## config.mk

```make
export PLATFORM = sky130hd
export DESIGN_NAME = payload_demux
export DESIGN_NICKNAME = d
export VERILOG_FILES = /design/src/rtl/payload_demux.sv
export SDC_FILE = /design/constraint.sdc
export NUM_CORES = 1
export LEC_CHECK = 0
export CORE_ASPECT_RATIO = 0.6
export CORE_UTILIZATION = 40
export CTS_CLUSTER_DIAMETER = 50
export CTS_CLUSTER_SIZE = 40
export DETAILED_ROUTE_END_ITERATION = 8
export SYNTH_ARGS = -nofsm -noshare
export SYNTH_HDL_FRONTEND = slang
export SYNTH_SLANG_ARGS = --single-unit
```

## constraint.sdc

```tcl
create_clock -name clk -period 2.69 [get_ports clk]
set_input_delay 0.4035 -clock clk [delete_from_list [all_inputs] [get_ports clk]]
set_output_delay 0.4035 -clock clk [all_outputs]
set_load 0.1 [all_outputs]
```

## src/rtl/payload_demux.sv

```systemverilog
// payload_demux: assembles RMII dibits into bytes and splits each packet into
// a pixel start address, a row of pixel bytes and a block of audio bytes.
// Anything after the audio block (FCS, padding) is dropped.
module payload_demux #(
  parameter int PIXELS_PER_PKT = 320,
  parameter int AUDIO_PER_PKT  = 16,
  parameter int FB_DEPTH       = 76800
) (
  input  logic        clk,
  input  logic        rst,
  input  logic        axiiv,
  input  logic [1:0]  axiid,
  output logic        addr_axiov,
  output logic [16:0] addr,
  output logic        pixel_axiov,
  output logic [7:0]  pixel,
  output logic        audio_axiov,
  output logic [7:0]  audio,
  output logic        pkt_done,
  output logic        pkt_err
);

  localparam logic [8:0]  PIX_LAST  = 9'(PIXELS_PER_PKT - 1);
  localparam logic [8:0]  AUD_LAST  = 9'((AUDIO_PER_PKT > 0) ? (AUDIO_PER_PKT - 1) : 0);
  localparam logic [16:0] ADDR_MAX  = 17'(FB_DEPTH - PIXELS_PER_PKT);
  localparam bit          HAS_AUDIO = (AUDIO_PER_PKT > 0);

  typedef enum logic [1:0] {HDR, PIXEL, AUDIO, DRAIN} state_t;

  state_t      state, state_nxt;
  logic [1:0]  dibit_cnt;
  logic [5:0]  shreg;
  logic        in_pkt;
  logic [8:0]  byte_cnt, byte_cnt_nxt;
  logic        addr_ok, addr_ok_nxt;
  // hdr_hi holds header bit 16 (LSB of byte 0) and bits 15:8 (byte 1)
  logic [8:0]  hdr_hi, hdr_hi_nxt;

  logic        byte_done;
  logic        pkt_end;
  logic [7:0]  byte_val;
  logic [16:0] hdr_addr;

  logic        addr_axiov_nxt, pixel_axiov_nxt, audio_axiov_nxt;
  logic        pkt_done_nxt, pkt_err_nxt;
  logic [16:0] addr_nxt;
  logic [7:0]  pixel_nxt, audio_nxt;

  // A row must fit entirely inside the frame buffer
  function automatic logic addr_in_range(input logic [16:0] a);
    return (a <= ADDR_MAX);
  endfunction

  assign byte_done = axiiv && (dibit_cnt == 2'd3);
  assign pkt_end   = in_pkt && !axiiv;
  assign byte_val  = {shreg, axiid};
  assign hdr_addr  = {hdr_hi, byte_val};

  // Dibit shift register and phase counter; packet end drops any partial byte
  always_ff @(posedge clk or posedge rst) begin
    if (rst) begin
      dibit_cnt <= 2'd0;
      shreg     <= 6'd0;
      in_pkt    <= 1'b0;
    end else begin
      in_pkt <= axiiv;
      if (pkt_end) begin
        dibit_cnt <= 2'd0;
      end else if (axiiv) begin
        shreg     <= {shreg[3:0], axiid};
        dibit_cnt <= dibit_cnt + 2'd1;
      end
    end
  end

  // Parser state register
  always_ff @(posedge clk or posedge rst) begin
    if (rst) begin
      state    <= HDR;
      byte_cnt <= 9'd0;
      addr_ok  <= 1'b0;
      hdr_hi   <= 9'd0;
    end else begin
      state    <= state_nxt;
      byte_cnt <= byte_cnt_nxt;
      addr_ok  <= addr_ok_nxt;
      hdr_hi   <= hdr_hi_nxt;
    end
  end

  // Next-state and next-output decode, evaluated once per completed byte or packet end
  always_comb begin
    state_nxt       = state;
    byte_cnt_nxt    = byte_cnt;
    addr_ok_nxt     = addr_ok;
    hdr_hi_nxt      = hdr_hi;
    addr_axiov_nxt  = 1'b0;
    addr_nxt        = addr;
    pixel_axiov_nxt = 1'b0;
    pixel_nxt       = pixel;
    audio_axiov_nxt = 1'b0;
    audio_nxt       = audio;
    pkt_done_nxt    = 1'b0;
    pkt_err_nxt     = 1'b0;

    if (pkt_end) begin
      // Only a packet that reached the trailer counts as complete
      state_nxt    = HDR;
      byte_cnt_nxt = 9'd0;
      addr_ok_nxt  = 1'b0;
      if (state == DRAIN) pkt_done_nxt = 1'b1;
      else                pkt_err_nxt  = 1'b1;
    end else if (byte_done) begin
      case (state)
        HDR: begin
          if (byte_cnt == 9'd2) begin
            addr_nxt = hdr_addr;
            if (addr_in_range(hdr_addr)) begin
              addr_axiov_nxt = 1'b1;
              addr_ok_nxt    = 1'b1;
            end else begin
              addr_ok_nxt = 1'b0;
              pkt_err_nxt = 1'b1;
            end
            state_nxt    = PIXEL;
            byte_cnt_nxt = 9'd0;
          end else begin
            if (byte_cnt == 9'd0) hdr_hi_nxt[8]   = byte_val[0];
            else                  hdr_hi_nxt[7:0] = byte_val;
            byte_cnt_nxt = byte_cnt + 9'd1;
          end
        end
        PIXEL: begin
          // Bad-address rows are still consumed so the audio block lines up
          pixel_nxt       = byte_val;
          pixel_axiov_nxt = addr_ok;
          if (byte_cnt == PIX_LAST) begin
            state_nxt    = HAS_AUDIO ? AUDIO : DRAIN;
            byte_cnt_nxt = 9'd0;
          end else begin
            byte_cnt_nxt = byte_cnt + 9'd1;
          end
        end
        AUDIO: begin
          audio_nxt       = byte_val;
          audio_axiov_nxt = 1'b1;
          if (byte_cnt == AUD_LAST) begin
            state_nxt    = DRAIN;
            byte_cnt_nxt = 9'd0;
          end else begin
            byte_cnt_nxt = byte_cnt + 9'd1;
          end
        end
        DRAIN: begin
        end
        default: begin
          state_nxt    = HDR;
          byte_cnt_nxt = 9'd0;
        end
      endcase
    end
  end

  // Registered outputs; data holds between strobes
  always_ff @(posedge clk or posedge rst) begin
    if (rst) begin
      addr_axiov  <= 1'b0;
      addr        <= 17'd0;
      pixel_axiov <= 1'b0;
      pixel       <= 8'd0;
      audio_axiov <= 1'b0;
      audio       <= 8'd0;
      pkt_done    <= 1'b0;
      pkt_err     <= 1'b0;
    end else begin
      addr_axiov  <= addr_axiov_nxt;
      addr        <= addr_nxt;
      pixel_axiov <= pixel_axiov_nxt;
      pixel       <= pixel_nxt;
      audio_axiov <= audio_axiov_nxt;
      audio       <= audio_nxt;
      pkt_done    <= pkt_done_nxt;
      pkt_err     <= pkt_err_nxt;
    end
  end

endmodule

```

* Word-level counts from Yosys, hierarchy flattened *
Cells that the tools add are included.

storage, ports and cells
  input bits = 5
  register bits = 68
  output and inout bits = 38

cells by class
  magnitude comparators = 1
  mux-type cells = 37
  $add $sub $neg = 2
  bitwise logic cells = 3
  reductions and logical operators = 19
  equal/unequal tests = 10

operator list
  cell                  number
  $mux 9                5
  $pmux 9 s3            1
  $mux 1                23
  $le 17x17->1 const B  1
  $reduce_and 5->1      3
  $mux 2                7
  $add 9x1->9 const B   1
  $eq 9x2->1 const B    1
  $eq 9x4->1 const B    1
  $eq 9x9->1 const B    1
  $logic_not 9->1       1
  $ne 3x3->1 const B    3
  $reduce_and 3->1      3
  $reduce_bool 2->1     4
  $eq 2x2->1 const B    3
  $pmux 2 s3            1
  $reduce_and 2->1      2
  $reduce_and 4->1      1
  $reduce_bool 4->1     1
  $not 1->1             3
  $add 2x1->2 const B   1
  $eq 2x1->1 const B    1
  $logic_and 1x1->1     2
  $logic_not 2->1       1
  $logic_not 1->1       1

* Depth between registers and ports, before layout *
Gate-level depths: netlist (run 1).

  word-level depth = 6
  gate-level depth with buffers = 8
  depth with buffers taken out = 7

* Worst setup path before layout (run 1) *
Ideal clock, no wire load.

  path type = register to register
  start = register byte_cnt[0]
  end = register addr[0]
  arrival time = 1819 ps
  required time = 2564 ps
  cell stages (with the launch flop) = 7
  buffers on the path = 1
  setup slack = 745 ps
  cell sequence = dfrtp_1 -> inv_1 -> ha_1 -> nor4b_1 -> nand3_2 -> buf_6 -> mux2_2

on the way
  word-level cells in the longest chain between the ends = 2

ends and longest elaborated chain
  item                               line  RTL
  from (decl)                        34    logic [8:0] byte_cnt, byte_cnt_nxt;
  from (signal assigned)             85    byte_cnt <= byte_cnt_nxt;
  $eq 9x2->1                         116   if (byte_cnt == 9'd2) begin
  $reduce_and 4->1 (no source line)  -
  to (signal assigned)               177   addr <= addr_nxt;
  to (decl)                          14    output logic [16:0] addr,

Every way passes these cells.
A chain may end at the register's enable or synchronous reset.

* Worst setup path in the final report (run 1) *
  start = register byte_cnt[0]
  end = register byte_cnt[5]

on the way
  word-level cells in the longest chain between the ends = 5
  elaborated cells on any way between the ends = 10

ends and longest elaborated chain
  item                                 line           RTL
  $add 9x1->9 (tied with other cells)  130, 141, 151
  $mux 9, on equally long branches     147, 116, 137
  $pmux 9 s3 (*)                       114            case (state)
  $mux 9 (*)                           113            end else if (byte_done) begin
  $mux 9 (*)                           106            if (pkt_end) begin

Every way passes the cells marked *; elsewhere a longest branch is shown, timed or not. The select of a mux whose other input is x is not followed.

==> results of run 1 <==
## stage by stage
| stage | hold WS (ns) | cells | setup WS, ns |
|---|---|---|---|
| 2_1_floorplan | 0.435 | 223 | 0.575 |
| 3_3_place_gp | 0.484 | 369 | 0.433 |
| 3_5_place_dp | 0.490 | 369 | 0.390 |
| 4_1_cts | 0.442 | 383 | 0.394 |
| 5_1_grt | 0.480 | 383 | 0.169 |
| 6_report | 0.427 | 383 | 0.382 |
## flip-flops by register name, summed over array words and instances, names as in the netlist
signal	cells
pkt_done	1
dibit_cnt	2
byte_cnt	9
hdr_hi	9
addr_ok	1
pixel_axiov	1
shreg	6
pixel	8
pkt_err	1
addr	17
audio	8
addr_axiov	1
audio_axiov	1
state	2
in_pkt	1
## worst paths after layout
kind,startpoint,cells past startpoint,to
min in group clk,addr_ok$_DFFE_PP0P_,2,pixel_axiov$_DFF_PP0_
worst min register to register,addr_ok$_DFFE_PP0P_,2,pixel_axiov$_DFF_PP0_
worst min-delay path,rst,2,byte_cnt[3]$_DFFE_PP0P_
worst max-delay path,byte_cnt[0]$_DFFE_PP0P_,7,byte_cnt[5]$_DFFE_PP0P_
max in group asynchronous,rst,3,shreg[5]$_DFFE_PP0P_
worst max register to register,byte_cnt[0]$_DFFE_PP0P_,7,byte_cnt[5]$_DFFE_PP0P_
## cells in the final DEF, fill, tap and decap left out, types with 2 or more instances in the layout
cell / n
and2b_1: 2
o2bb2ai_1: 2
nand2_1: 4
clkinv_2: 3
nand3_1: 4
buf_4: 42
nand4b_1: 2
inv_1: 10
nand4_1: 2
mux2_2: 41
nor2b_1: 3
clkbuf_16: 9
mux2_4: 8
clkdlybuf4s50_1: 4
a22o_1: 6
o2111ai_1: 2
nor4bb_1: 2
a211o_1: 2
and3_1: 5
ha_1: 9
dfrtp_1: 68
o21ai_0: 10
nor2_1: 8
nor4_1: 2
## layer usage
metal  global-route usage  wire [um]  vias to the layer above
met5                    0          0                        -
met4               0.0707         99                        0
met3               0.0577        284                       12
met2                0.219       2400                       44
met1                0.275       3440                      958
li1                     -          -                      926
## layout make-up
type,instances,area share
clock buffers,11,0.0645
clock inverters,3,0.00399
repair buffers,47,0.0997
inverters,11,0.0110
flip-flops and latches,68,0.452
multi-input cells,139,0.335
well taps,104,0.0346
## worst register-to-register path: cells and delay by family (launching register included)
kind,cells,cell delay (ns)
and+or+nand+nor,3,1.04
AOI/OAI and AO/OA,2,0.45
DFF,1,0.41
adders and majority gates,1,0.20
buffers and inverters,1,0.10
## where the power goes
group          switching, uW  total, uW  leakage [uW]  internal (uW)
Sequential               196       1440      0.000905           1250
Combinational           1130       1590      0.000843            454
Clock                    391       1020      0.000131            632
## kinds of logic after synthesis
kind of cell             Yosys count  share of synthesized area
AND/OR/NAND/NOR                   47                      0.103
adder cells (fa/ha/maj)            9                     0.0371
multiplexers                      50                      0.195
flip-flops                        68                      0.560
buffers and inverters             16                     0.0251
AO/OA/AOI/OAI                     33                     0.0803
==> metrics, run 1 <==
reg2reg setup slack=0.38 ns; worst path bufs/invs=1; flops & latches, synth=68; DRC viols=0; Final setup viols=0; CTS Buf Count=9; Worst Setup End Kind=flop; # hold bufs at CTS=0; core area=7300 um2; full die area=7960 um2; crit path cell chain=inv_1 > ha_1 > nor4b_1 > a211o_1 > and3_1 > nor2_1 > a22o_1; Max IR drop VDD=0.612 mV; CP Data Arrival Time=2.52 ns; antenna cells=0; Area Overhead vs Synth=24.0%; first-pass GRT wire length=10400 um; Total Power=4060 uW; slowest stage cell on the critical path=nor4b_1; GP Congestion=0.861; Layout Utilization=0.516; Syn Inst Count=223; largest net degree at the start of global routing=38; sequential area share after synthesis=0.560; CP Launch Type=flop; PortBufs=42; Hold Path Class=in -> async; # H-tree levels=3; Worst-Skew Late Latency=0.32 ns; Final Max Tran Viols=0; fmax=0.433 GHz; slew margin rel.=0.573; Leak=0.00188 uW; aggregate routed wire length=6220 um; fin area=3770 um2; CTS max path bufs=2; Post-Syn Area=3040 um2; vias in the first global route=2001; Initial DRT Pass Iterations=4; number of failing hold endpoints at the final stage=0; Largest stage delay, worst path=0.53 ns; area leader, netlist=dfrtp_1; dpl hpwl=4470 um; IO Pins=43; Vias=1940; Total Routing Usage GR=0.176; Routed WL per cell=16.2 um; # fillers=653; RSZ-0062 raised after global routing=false; multi-input logic area=1260 um2; CP Data Required Time=2.90 ns; chip width=115 um; total negative setup slack=0 ns; CTS Sinks=68; # nets final=290; WS Path Type=reg -> reg; Post-CTS Repair Setup Buffers=0; PwrDens=1080 nW/um2; die height=69.5 um; 1st-iter DRT viols=73; Post-Place Cell Area=3510 um2; clock skew=0.00490 ns; Crit Path Max Fanout=10; total number of yosys warnings=0; antenna viol nets, final=0; Max Cap Violations=0; Largest delay share family, worst path=simple AND/OR/NAND/NOR gates; layout cells sized above 1=0.405; vias per cell=5.07; cell with the most instances after synthesis=dfrtp_1; Synthesized Nets=237; Post-synth EDFFs=0; initial antenna violation count=0; Top FF cell, synth=dfrtp_1; Remaining Overflow, GRT=0; CTS root buffer=clkbuf_16; Mapped Avg Cell Area=13.6 um2; actual slew at the worst max-slew pin=0.635 ns; post_cts resized=0; commonest cells in the synthesized netlist=dfrtp_1, mux2_2, inv_1; status=finished, final reports clean; Period minus WS final=2.31 ns; ys async rst share=1.00; row cnt=24; Register Area=1700 um2; CTS clk-pin slew, worst paths=0.05 ns; number of library cell types mapped by synthesis=49; period utilization=0.858; Initial Util=0.416; Synth top area share=0.560; largest cells by area after synthesis=dfrtp_1, mux2_2, mux2_4; CTS tree=built
No activity file was read; power rests on OpenSTA's default activity.
==> run 2: changes to the inputs <==
==> constraint.sdc (replaced) <==
create_clock -name clk -period 2.3 [get_ports clk]
set_input_delay 0.345 -clock clk [delete_from_list [all_inputs] [get_ports clk]]
set_output_delay 0.345 -clock clk [all_outputs]
set_load 0.1 [all_outputs]
==> metrics, run 2 (same netlist as run 1, synthesis figures left out) <==
Largest stage delay, worst path=0.39 ns (was 0.53 ns); Final Max Tran Viols=0 (unchanged); post_cts resized=0 (unchanged); total negative setup slack=0 ns (unchanged); period utilization=0.917 (was 0.858); DRC viols=0 (unchanged); slowest stage cell on the critical path=dfrtp_1 (was nor4b_1); Worst-Skew Late Latency=0.33 ns (was 0.32 ns); CTS Sinks=68 (unchanged); CTS clk-pin slew, worst paths=0.06 ns (was 0.05 ns); antenna viol nets, final=0 (unchanged); fmax=0.474 GHz (was 0.433 GHz); max reg flops=17 (unchanged); die height=69.5 um (unchanged); most common cell after layout, fill and taps aside=dfrtp_1 (unchanged); CTS max path bufs=2 (unchanged); Total Routing Usage GR=0.184 (was 0.176); hold_ws=0.396 ns (was 0.427 ns); chip width=115 um (unchanged); worst setup path startpoint=byte_cnt[0]$_DFFE_PP0P_ (unchanged); commonest non-fill, non-tap cells in the layout=dfrtp_1, buf_4, mux2_2 (unchanged); status=finished, final reports clean (unchanged); Max Cap Violations=0 (unchanged); row cnt=24 (unchanged); full die area=7960 um2 (unchanged); CTS Buf Count=9 (unchanged); PortBufs=42 (unchanged); Routed WL per cell=16.3 um (was 16.2 um); Hold Path Class=in -> async (unchanged); initial antenna violation count=0 (unchanged); # hold bufs at CTS=0 (unchanged); Largest regs=addr: 17 flops, byte_cnt: 9 flops, hdr_hi: 9 flops (unchanged); Initial DRT Pass Iterations=4 (unchanged); PwrDens=1270 nW/um2 (was 1080 nW/um2); crit path cell chain=inv_1 > ha_1 > nor4b_1 > buf_4 > a211o_1 > and3_1 > or2_1 > o311ai_2 (was inv_1 > ha_1 > nor4b_1 > a211o_1 > and3_1 > nor2_1 > a22o_1); Crit Path Max Fanout=10 (unchanged); Placed Cells=374 (was 369); largest net degree at the start of global routing=69 (was 38); Worst Setup End Kind=flop (unchanged); # H-tree levels=3 (unchanged); GP Congestion=0.854 (was 0.861); # nets final=295 (was 290); CP Data Arrival Time=2.34 ns (was 2.52 ns); Initial Util=0.416 (unchanged); antenna cells=0 (unchanged); CTS tree=built (unchanged); CTS root buffer=clkbuf_16 (unchanged); aggregate routed wire length=6360 um (was 6220 um); reg2reg end=byte_cnt[8]$_DFFE_PP0P_ (was byte_cnt[5]$_DFFE_PP0P_); Reg2Reg Launch Point=byte_cnt[0]$_DFFE_PP0P_ (unchanged); slew margin rel.=0.687 (was 0.573); Final setup viols=0 (unchanged); vias per cell=5.11 (was 5.07); Remaining Overflow, GRT=0 (unchanged); dpl hpwl=4410 um (was 4470 um); layout cells sized above 1=0.418 (was 0.405); IO Pins=43 (unchanged); Max IR drop VDD=0.640 mV (was 0.612 mV); Leak=0.00192 uW (was 0.00188 uW); 1st-iter DRT viols=122 (was 73); Vias=1987 (was 1940); reg2reg setup slack=0.19 ns (was 0.38 ns); WS Path Type=reg -> reg (unchanged); Top reg by flops=addr (unchanged); core area=7300 um2 (unchanged); CP Data Required Time=2.53 ns (was 2.90 ns); CP endpoint=byte_cnt[8]$_DFFE_PP0P_ (was byte_cnt[5]$_DFFE_PP0P_); first-pass GRT wire length=10800 um (was 10400 um); Reg2Reg Depth=8 (was 7); Post-CTS Repair Setup Buffers=0 (unchanged); number of failing hold endpoints at the final stage=0 (unchanged); CP Launch Type=flop (unchanged); vias in the first global route=2007 (was 2001); Finished Layout Cells=389 (was 383); actual slew at the worst max-slew pin=0.468 ns (was 0.635 ns); clock skew=0.00485 ns (was 0.00490 ns); Area Overhead vs Synth=26.2% (was 24.0%); Period minus WS final=2.11 ns (was 2.31 ns); RSZ-0062 raised after global routing=false (unchanged)
## run 2: power by group
group          leakage (uW)  internal [uW]  switching, uW
sequential         0.000905           1460            222
clock              0.000145            839            476
combinational      0.000869            556           1340
total               0.00192           2850           2030
## run 2: how the worst min path moves through the flow
stage / depth (start not counted) / slack [ns] / end
floorplan: 0 / 0.38 / in_pkt$_DFF_PP0_
global placement: 2 / 0.48 / pixel_axiov$_DFF_PP0_
detailed placement: 2 / 0.49 / pixel_axiov$_DFF_PP0_
CTS: 3 / 0.43 / byte_cnt[2]$_DFFE_PP0P_
global route: 3 / 0.45 / byte_cnt[2]$_DFFE_PP0P_
finish: 3 / 0.40 / byte_cnt[2]$_DFFE_PP0P_
## run 2: stage by stage
stage	cell area, um2	utilization	setup slack (ns)	total power [uW]
finish	3830	0.526	0.190	4890
global route	3830	0.526	0.0108	5100
CTS	3830	0.526	0.203	4930
detailed placement	3550	0.486	0.195	3600
global placement	3550	0.486	0.203	3580
floorplan	3040	-	0.243	3160
## run 2: metal layers
layer  GRT usage  wire, um
met2       0.227      2470
met4      0.0519        74
met3      0.0892       492
met1       0.278      3330
met5           0         0
## run 2: final cells by class
class | count | area (um2)
well taps | 104 | 130
fillers | 635 | 3460
flip-flops and latches | 68 | 1700
repair buffers | 52 | 413
clock buffers | 14 | 284
inverters | 11 | 41.3
clock inverters | 1 | 5.00
multi-input cells | 139 | 1260
## run 2: critical path: cells and delay by family (launching register included)
family / cells / cell delay (ns)
AND/OR/NAND/NOR: 3 / 0.67
buffers and inverters: 2 / 0.23
adder cells (fa/ha/maj): 1 / 0.24
AO/OA/AOI/OAI: 2 / 0.48
flip-flops: 1 / 0.39
